===== config.mk =====
export PLATFORM = sky130hd
export DESIGN_NAME = spi_target_regfile
export DESIGN_NICKNAME = d
export VERILOG_FILES = /design/src/rtl/spi_target_regfile.sv
export SDC_FILE = /design/constraint.sdc
export NUM_CORES = 1
export LEC_CHECK = 0
export CORE_MARGIN = 2
export CORE_UTILIZATION = 23
export DETAILED_ROUTE_END_ITERATION = 7
export PLACE_DENSITY = 0.44
export SETUP_SLACK_MARGIN = 0.15
export SLEW_MARGIN = 20
export SYNTH_ARGS = -nofsm -noshare
export SYNTH_HDL_FRONTEND = slang
export SYNTH_SLANG_ARGS = --single-unit

===== constraint.sdc =====
create_clock -name clk -period 15.1 [get_ports clk]
set_input_delay 3.775 -clock clk [delete_from_list [all_inputs] [get_ports clk]]
set_output_delay 3.775 -clock clk [all_outputs]
set_load 0.005 [all_outputs]

===== src/rtl/spi_target_regfile.sv =====
`default_nettype none
// ============================================================================
//  Module   : spi_target_regfile
//  Purpose  : SPI target that emulates a bank of 8-bit registers. SCLK, CS_N
//             and MOSI are oversampled with clk. 16-bit frames
//             {rw, addr[6:0], data[7:0]}, MSB first, are decoded as register
//             writes (rw=0) or reads (rw=1). CPHA is fixed at 0.
//  Ports    : clk, rst_n          system clock, async active-low reset
//             sclk, cs_n, mosi    SPI pins (asynchronous to clk)
//             miso, miso_oe       SPI data out and its output enable
//             wr_valid/addr/data  one-clk strobe and fields of a write frame
//             frame_err           one-clk pulse when CS_N rises mid-frame
//             host_we/addr/wdata  fabric-side register write port
//             host_rdata          registered read of reg[host_addr]
//  Revision : 1.0  initial release
// ============================================================================
module spi_target_regfile #(
    parameter int          ADDR_W    = 4,
    parameter bit          CPOL      = 1'b0,
    parameter logic [7:0]  RESET_VAL = 8'h00
) (
    input  logic              clk,
    input  logic              rst_n,
    input  logic              sclk,
    input  logic              cs_n,
    input  logic              mosi,
    output logic              miso,
    output logic              miso_oe,
    output logic              wr_valid,
    output logic [6:0]        wr_addr,
    output logic [7:0]        wr_data,
    output logic              frame_err,
    input  logic              host_we,
    input  logic [ADDR_W-1:0] host_addr,
    input  logic [7:0]        host_wdata,
    output logic [7:0]        host_rdata
);

    localparam int c_num_regs = 1 << ADDR_W;

    typedef enum logic [1:0] {
        ST_IDLE = 2'd0,
        ST_CMD  = 2'd1,
        ST_DATA = 2'd2,
        ST_DONE = 2'd3
    } state_t;

    // ------------------------------------------------------------------
    // Reset: asserts asynchronously, releases synchronously to clk.
    // ------------------------------------------------------------------
    logic [1:0] r_rst_sync;
    logic       w_rst_n;

    always_ff @(posedge clk or negedge rst_n) begin
        if (!rst_n) r_rst_sync <= 2'b00;
        else        r_rst_sync <= {r_rst_sync[0], 1'b1};
    end

    assign w_rst_n = r_rst_sync[1];

    // ------------------------------------------------------------------
    // Pin synchronizers. Stages [0],[1] synchronize, stage [2] is the
    // edge-detect history, so an event acts on the third clk after the pin.
    // The CS_N chain resets to "selected" so that a frame still in flight
    // across a reset produces no falling edge; only a genuine high-then-low
    // on CS_N can open the next frame.
    // ------------------------------------------------------------------
    logic [2:0] r_sclk_q;
    logic [2:0] r_cs_q;
    logic [1:0] r_mosi_q;

    always_ff @(posedge clk or negedge w_rst_n) begin
        if (!w_rst_n) begin
            r_sclk_q <= {3{CPOL}};
            r_cs_q   <= 3'b000;
            r_mosi_q <= 2'b00;
        end else begin
            r_sclk_q <= {r_sclk_q[1:0], sclk};
            r_cs_q   <= {r_cs_q[1:0], cs_n};
            r_mosi_q <= {r_mosi_q[0], mosi};
        end
    end

    logic w_sclk_rise, w_sclk_fall, w_samp, w_shift;
    logic w_cs_fall, w_cs_rise, w_mosi;

    assign w_sclk_rise = r_sclk_q[1] & ~r_sclk_q[2];
    assign w_sclk_fall = ~r_sclk_q[1] & r_sclk_q[2];
    assign w_samp      = CPOL ? w_sclk_fall : w_sclk_rise;
    assign w_shift     = CPOL ? w_sclk_rise : w_sclk_fall;
    assign w_cs_fall   = ~r_cs_q[1] & r_cs_q[2];
    assign w_cs_rise   = r_cs_q[1] & ~r_cs_q[2];
    assign w_mosi      = r_mosi_q[1];

    // ------------------------------------------------------------------
    // Frame state
    // ------------------------------------------------------------------
    state_t       r_state, w_state_nxt;
    logic [3:0]   r_bitcnt;
    logic [6:0]   r_sr;          // bits received so far in the current byte
    logic         r_rw;
    logic [6:0]   r_addr;
    logic [7:0]   r_tx;
    logic [7:0]   r_regs [c_num_regs];

    logic         w_start, w_abort, w_cmd_done, w_frame_done, w_commit;
    logic [6:0]   w_cmd_addr;
    logic [7:0]   w_frame_data;
    logic         w_cmd_in_range, w_wr_in_range;

    // Command byte completes on the 8th sample: the 8th bit is still on mosi.
    assign w_cmd_addr     = {r_sr[5:0], w_mosi};
    assign w_frame_data   = {r_sr, w_mosi};
    assign w_cmd_in_range = (int'(w_cmd_addr) < c_num_regs);
    assign w_wr_in_range  = (int'(r_addr) < c_num_regs);
    assign w_commit       = w_frame_done & ~r_rw;

    always_ff @(posedge clk or negedge w_rst_n) begin
        if (!w_rst_n) r_state <= ST_IDLE;
        else          r_state <= w_state_nxt;
    end

    // CS_N rising is checked first so an abort always beats a coincident
    // SCLK event.
    always_comb begin
        w_state_nxt  = r_state;
        w_start      = 1'b0;
        w_abort      = 1'b0;
        w_cmd_done   = 1'b0;
        w_frame_done = 1'b0;
        case (r_state)
            ST_IDLE: begin
                if (w_cs_fall) begin
                    w_state_nxt = ST_CMD;
                    w_start     = 1'b1;
                end
            end
            ST_CMD: begin
                if (w_cs_rise) begin
                    w_state_nxt = ST_IDLE;
                    w_abort     = 1'b1;
                end else if (w_samp && r_bitcnt == 4'd7) begin
                    w_state_nxt = ST_DATA;
                    w_cmd_done  = 1'b1;
                end
            end
            ST_DATA: begin
                if (w_cs_rise) begin
                    w_state_nxt = ST_IDLE;
                    w_abort     = 1'b1;
                end else if (w_samp && r_bitcnt == 4'd15) begin
                    w_state_nxt  = ST_DONE;
                    w_frame_done = 1'b1;
                end
            end
            ST_DONE: begin
                if (w_cs_rise) w_state_nxt = ST_IDLE;
            end
            default: w_state_nxt = ST_IDLE;
        endcase
    end

    // ------------------------------------------------------------------
    // Shift-in / shift-out datapath and output strobes
    // ------------------------------------------------------------------
    logic r_miso, r_miso_oe, r_wr_valid, r_frame_err;
    logic [6:0] r_wr_addr;
    logic [7:0] r_wr_data, r_host_rdata;

    always_ff @(posedge clk or negedge w_rst_n) begin
        if (!w_rst_n) begin
            r_bitcnt    <= 4'd0;
            r_sr        <= 7'd0;
            r_rw        <= 1'b0;
            r_addr      <= 7'd0;
            r_tx        <= 8'd0;
            r_miso      <= 1'b0;
            r_miso_oe   <= 1'b0;
            r_wr_valid  <= 1'b0;
            r_wr_addr   <= 7'd0;
            r_wr_data   <= 8'd0;
            r_frame_err <= 1'b0;
        end else begin
            r_miso_oe   <= (w_state_nxt != ST_IDLE);
            r_wr_valid  <= w_commit;
            r_frame_err <= w_abort;

            if (w_start) begin
                r_bitcnt <= 4'd0;
                r_sr     <= 7'd0;
                r_tx     <= 8'd0;
            end else if ((r_state == ST_CMD || r_state == ST_DATA) &&
                         w_samp && !w_cs_rise) begin
                r_sr     <= {r_sr[5:0], w_mosi};
                r_bitcnt <= r_bitcnt + 4'd1;
            end

            if (w_cmd_done) begin
                r_rw   <= r_sr[6];
                r_addr <= w_cmd_addr;
                if (r_sr[6] && w_cmd_in_range)
                    r_tx <= r_regs[w_cmd_addr[ADDR_W-1:0]];
                else
                    r_tx <= 8'h00;
            end

            // r_tx stays zero for writes, so miso only toggles on reads.
            if (w_state_nxt != ST_DATA) begin
                r_miso <= 1'b0;
            end else if (r_state == ST_DATA && w_shift) begin
                r_miso <= r_tx[7];
                r_tx   <= {r_tx[6:0], 1'b0};
            end

            if (w_commit) begin
                r_wr_addr <= r_addr;
                r_wr_data <= w_frame_data;
            end
        end
    end

    // ------------------------------------------------------------------
    // Register file. The SPI commit is written last, so it overrides a
    // host write to the same address in the same clk.
    // ------------------------------------------------------------------
    always_ff @(posedge clk or negedge w_rst_n) begin
        if (!w_rst_n) begin
            for (int i = 0; i < c_num_regs; i++) r_regs[i] <= RESET_VAL;
            r_host_rdata <= 8'd0;
        end else begin
            r_host_rdata <= r_regs[host_addr];
            if (host_we)
                r_regs[host_addr] <= host_wdata;
            if (w_commit && w_wr_in_range)
                r_regs[r_addr[ADDR_W-1:0]] <= w_frame_data;
        end
    end

    assign miso       = r_miso;
    assign miso_oe    = r_miso_oe;
    assign wr_valid   = r_wr_valid;
    assign wr_addr    = r_wr_addr;
    assign wr_data    = r_wr_data;
    assign frame_err  = r_frame_err;
    assign host_rdata = r_host_rdata;

endmodule
`default_nettype wire


**Word level (Yosys, flattened, before mapping)**

Cells that the tools add are included.

- Bits of input ports: 18
- Output and inout bits: 27
- Register bits: 194

- $add $sub $neg: 1
- Magnitude comparators: 7
- Bitwise gates (word level): 13
- Reductions and logical operators: 16
- Multiplexer cells: 42
- Equal/unequal tests: 6

Operators by type and width:

| kind | number |
|---|---|
| bitwise mux 128 bit | 2 |
| two-way mux 128 bit | 2 |
| two-way mux 8 bit | 11 |
| binary-select mux 8 bit (select 4 bit) | 2 |
| demux 8 bit (select 4 bit) | 2 |
| >= comparator 5 bit, second input constant | 3 |
| inverter 4 -> 5 bit | 3 |
| < comparator 7 x 5 -> 1 bit, second input constant | 2 |
| two-way mux 7 bit | 2 |
| two-way mux 1 bit | 12 |
| two-way mux 2 bit | 6 |
| < comparator 5 x 1 -> 1 bit, second input constant | 2 |
| logical AND 1 bit | 9 |
| two-way mux 4 bit | 2 |
| case mux 2 bit (4 select lines) | 1 |
| nonzero test 2 bit | 3 |
| bitwise AND 1 bit | 5 |
| inverter 1 bit | 5 |
| adder 4 x 1 -> 4 bit, second input constant | 1 |
| == test 2 bit, second input constant | 2 |
| == test 4 x 3 -> 1 bit, second input constant | 1 |
| == test 4 bit, second input constant | 1 |
| == test 2 x 1 -> 1 bit, second input constant | 1 |
| zero test 2 bit | 1 |
| other kinds (4) | 4 |

**Depth between registers and ports, before layout**

- Depth after elaboration: 9
- Gate-level depth with buffers: 9

**Worst setup path after synthesis**

Ideal clock, no wire load.

- Path type: input -> register
- Start point: input host_addr[1]
- End point: register r_host_rdata[0], in the netlist host_rdata[0]
- Setup time: 0.138 ns
- Setup slack: 9.868 ns
- Path buffers: 2
- Stages: 4
- Data arrival time: 5.093 ns
- Data required time: 14.962 ns
- Cell sequence: buf_2 > clkbuf_1 > mux4_2 > mux4_2

- Word-level cells in the longest chain between the ends: 4

RTL lines:

| element | line | text |
|---|---|---|
| start, declared | 34 | `input logic [ADDR_W-1:0] host_addr,` |
| inverter 4 -> 5 bit (implied by the code) | 231 | `r_host_rdata <= r_regs[host_addr];` |
| binary-select mux 8 bit (select 4 bit) | 231 |  |
| two-way mux 8 bit (implied by the code) (2 in a row) | 231 |  |
| end signal, assigned | 231 |  |
| end, declared | 168 | `logic [7:0] r_wr_data, r_host_rdata;` |

Every way passes these cells. The select of a mux whose other input is x is not followed.
A chain may end at the register's enable or synchronous reset.

**Worst setup path in the final report**

- Start point: input host_addr[2]
- End point: register r_regs[5] in the netlist's numbering

- Word-level cells in the longest chain between the ends: 9
- Elaborated cells on any way between the ends: 10
- Classes of those cells: order compare (2); mux (6); bitwise (1); reduce/logical (1)

RTL lines:

| element | line | text |
|---|---|---|
| inverter 4 -> 5 bit (implied by the code) * | 233 | `r_regs[host_addr] <= host_wdata;` |
| >= comparator 5 bit (implied by the code) / < comparator 5 x 1 -> 1 bit (equally long branches) | 233 |  |
| logical AND 1 bit (implied by the code) | 233 |  |
| two-way mux 8 bit (implied by the code) | 233 |  |
| demux 8 bit (select 4 bit) * | 233 |  |
| bitwise mux 128 bit * | 233 |  |
| two-way mux 128 bit * | 232 | `if (host_we)` |
| bitwise mux 128 bit | 235 | `r_regs[r_addr[ADDR_W-1:0]] <= w_frame_data;` |
| two-way mux 128 bit * | 234 | `if (w_commit && w_wr_in_range)` |
| end signal, assigned by index | 233 |  |
| end signal, assigned by index | 235 |  |
| end, declared | 104 | `logic [7:0] r_regs [c_num_regs];` |

Every way passes the cells marked *; elsewhere a longest branch is shown, timed or not.

==> flow_summary.ini <==
[global_route]
grt_use_total = 0.137
grt_start_max_net_pins = 71
first_global_vias = 7344
grt_pass1_wl_um = 51200
gr-total-overflow = 0
grt_antenna_before_repair = 0

[drt]
detailroute.via_count = 7411
routed_length_on_met2_um = 15500
wirelength_um = 33200
dr.pass1.iters = 5
wl_met3_um = 1100
wire_per_inst_um = 21.3
drt.antenna.violating_nets = 0
routed.top_layer = met4
met1Wirelength_um = 16100
drt-initial-drc-count = 499
remaining_drc_errors = 0
vias_per_cell = 4.77

[floorplanning]
core.rowCount = 80
floorplan.initialDensity = 0.233
fp.coreArea_mm2 = 0.0477
die_span_x_um = 224
ioPinCount = 45
die_height_um = 224
dieArea_mm2 = 0.0502

[sta]
setup_violations = 0
timing.final.crit_share = 0.398
max_clk_rate_ghz = 0.166
fin_skew_ps = 15.2
period_needed_ps = 6010
final_hold_viol_count = 0
fin_tns_setup_ps = 0
grt_setup_unrepaired = false
max_slew.worst_pin.slew_ps = 1100
final-max-slew-violation-count = 0
timing.max_slew.rel_slack = 0.264

[finish]
count_of_fill_cells_added_during_filler_insertion = 4889
final_instance_count_excl_fillers = 1553
layout.core_utilization = 0.263
post_route_cells_drive_above_1_share = 0.213
final-seq-area_mm2 = 0.00486
total_area_of_multi_input_combinational_cells_mm2 = 0.00583
layout.nets = 948
antenna_cells = 0
relative_area_change_from_synthesis_to_final_layout_pct = 12.8

[logic_synthesis]
yosys-top-cells-count = 194 x sky130_fd_sc_hd__dfrtp_1, 148 x sky130_fd_sc_hd__nor2_1, 144 x sky130_fd_sc_hd__mux2i_1
yosys.cell_count.top_type = sky130_fd_sc_hd__dfrtp_1
mappedNetlistNets = 952
postSynth.topFlopCell = sky130_fd_sc_hd__dfrtp_1
yosys.area.top_type_share = 0.436
synth.avg_cell_area_um2 = 12.0
postSynthCellCount = 929
synth_sequential_area_ratio = 0.436
synthTopCellsByArea = sky130_fd_sc_hd__dfrtp_1 44%, sky130_fd_sc_hd__mux4_2 15%, sky130_fd_sc_hd__mux2i_1 13%
synth-async-reset-ratio = 1.00
number_of_synthesized_flops_with_an_enable_pin = 0
ys_seq_elements = 194
yosys_warnings = 0
syn_area_mm2 = 0.0111
synthDistinctLibCells = 58
netlist.top_cell.by_area = sky130_fd_sc_hd__dfrtp_1

[power_and_ir_drop]
power.share.sequential = 0.451
switchingPower_mw = 0.520
internal_power_mw = 1.08
p_per_area_mw_per_mm2 = 127
p_leak_nw = 5.55
clock_power_share = 0.300
worst_supply_voltage_drop_on_vdd_v = 0.0000907
sw_frac_of_total = 0.325
power_frac_comb = 0.250

[clock_tree]
tritoncts = built
cts_made_buffers = 17
worst_path_clk_slew_ps = 80
clock_latency_ps = 460
hold_buffers = 0
max-clock-path-buffers = 2
cts_num_sinks = 194
clock-root-buffer = sky130_fd_sc_hd__clkbuf_16
ctsResizeCount = 0
postCtsSetupBuffers = 0
cts-htree-levels = 4

[place]
numPlacedInstances = 1521
gp_congestion = 0.751
numPortBuffers = 44
detailed_place_hpwl_um = 21800

[worst_setup_path]
timing.critical_path.from_type = input pin
critPathRequiredTime_ps = 15430
crit_path_end_kind = register
worstReg2RegStart = r_sr[1]
flop2flop_setup_slack_ps = 12440
worst-setup-path-type = in -> reg
worst_ep_arrival_time_ps = 6350
worstPathMaxFanout = 16
timing.critical_path.from = host_addr[2]

[hold_path]
tightest_hold_check_type = reg -> reg
worstHoldStart = r_rst_sync[0]

[outcome]
run_status = complete, no violations

[job]
cap_violations = 0
-- routing by layer --
metal | GRT usage | vias up
met3 | 0.0181 | 21
met2 | 0.213 | 175
li1 | - | 3397
met5 | 0 | -
met4 | 0.0391 | 0
met1 | 0.199 | 3818
-- final cells by class --
class / instances / area share
clock buffer: 18 / 0.0349
multi-input combinational: 656 / 0.464
tap: 615 / 0.0612
clock inverter: 14 / 0.0124
inverter: 2 / 0.000597
timing repair buffer: 54 / 0.0402
sequential: 194 / 0.387
-- logic make-up after synthesis --
group                      count (synthesis)  synth area share
muxes                                    253             0.312
and+or+nand+nor                          247             0.130
DFF                                      194             0.436
AOI/OAI and AO/OA                        148            0.0733
buffers and inverters                     79            0.0414
adders and majority gates                  5           0.00561
xor gates and xnor gates                   2           0.00157
other                                      1          0.000336
-- sequential cells by signal, indices dropped and copies added, names as in the netlist, 2 cells and up --
name and flops:
r_rst_sync 2, host_rdata 8, r_addr 7, r_regs 128, r_sr 7, r_bitcnt 4, r_state 2, wr_addr 7
r_mosi_q 2, wr_data 8, r_tx 8, r_sclk_q 3, r_cs_q 3
-- power groups by stage --
stage	Sequential, mW	Combinational [mW]	Clock (mW)
floorplan	0.680	0.295	0
global placement	0.728	0.398	0
detailed placement	0.730	0.404	0
CTS	0.720	0.406	0.493
global route	0.735	0.434	0.514
finish	0.721	0.399	0.479
-- through the flow --
| stage | area [um2] | setup WS, ps | hold WS [ps] | power [mW] |
|---|---|---|---|---|
| after global routing | 12600 | 8940 | 369 | 1.68 |
| after detailed placement | 12000 | 8620 | 335 | 1.13 |
| after global placement | 12000 | 8680 | 336 | 1.13 |
| final | 12600 | 9090 | 353 | 1.60 |
| after floorplan | 11100 | 9290 | 331 | 0.975 |
| after CTS | 12600 | 9110 | 355 | 1.62 |
-- critical path, cell delays in order --
cell,delay (ps)
sky130_fd_sc_hd__clkdlybuf4s50_1,1040
sky130_fd_sc_hd__nand2_1,250
sky130_fd_sc_hd__nor2_1,900
sky130_fd_sc_hd__mux2i_1,280
sky130_fd_sc_hd__a21oi_1,90
-- final timing paths --
path / endpoint / depth (start not counted)
min: r_rst_sync[1] / 0
max reg2reg: r_tx[6] / 5
max in group asynchronous: r_rst_sync[1] / 1
min in group asynchronous: r_regs[23] / 0
max: r_regs[5] / 5
min reg2reg: r_rst_sync[1] / 0
-- cell usage in the layout (no fill, tap or decap), types with 3 or more instances in the layout --
cell type and n:
sky130_fd_sc_hd__dfrtp_1 189, sky130_fd_sc_hd__nor2_1 148, sky130_fd_sc_hd__mux2i_1 144, sky130_fd_sc_hd__a21oi_1 130, sky130_fd_sc_hd__mux4_2 72, sky130_fd_sc_hd__clkdlybuf4s50_1 42
sky130_fd_sc_hd__mux2_2 37, sky130_fd_sc_hd__nand2_1 22, sky130_fd_sc_hd__clkbuf_16 17, sky130_fd_sc_hd__nand4b_4 10, sky130_fd_sc_hd__buf_4 10, sky130_fd_sc_hd__nand3_1 7
sky130_fd_sc_hd__nand4_1 7, sky130_fd_sc_hd__o211ai_1 7, sky130_fd_sc_hd__nand4b_2 6, sky130_fd_sc_hd__or3_1 5, sky130_fd_sc_hd__nand2b_1 5, sky130_fd_sc_hd__ha_1 5
sky130_fd_sc_hd__nand3b_1 4, sky130_fd_sc_hd__nor3_2 4, sky130_fd_sc_hd__and3_1 4, sky130_fd_sc_hd__clkinv_4 4, sky130_fd_sc_hd__dfrtp_2 4, sky130_fd_sc_hd__nor2_2 3
sky130_fd_sc_hd__o21ai_0 3, sky130_fd_sc_hd__clkinvlp_4 3
(Power assumes the default switching activity.)
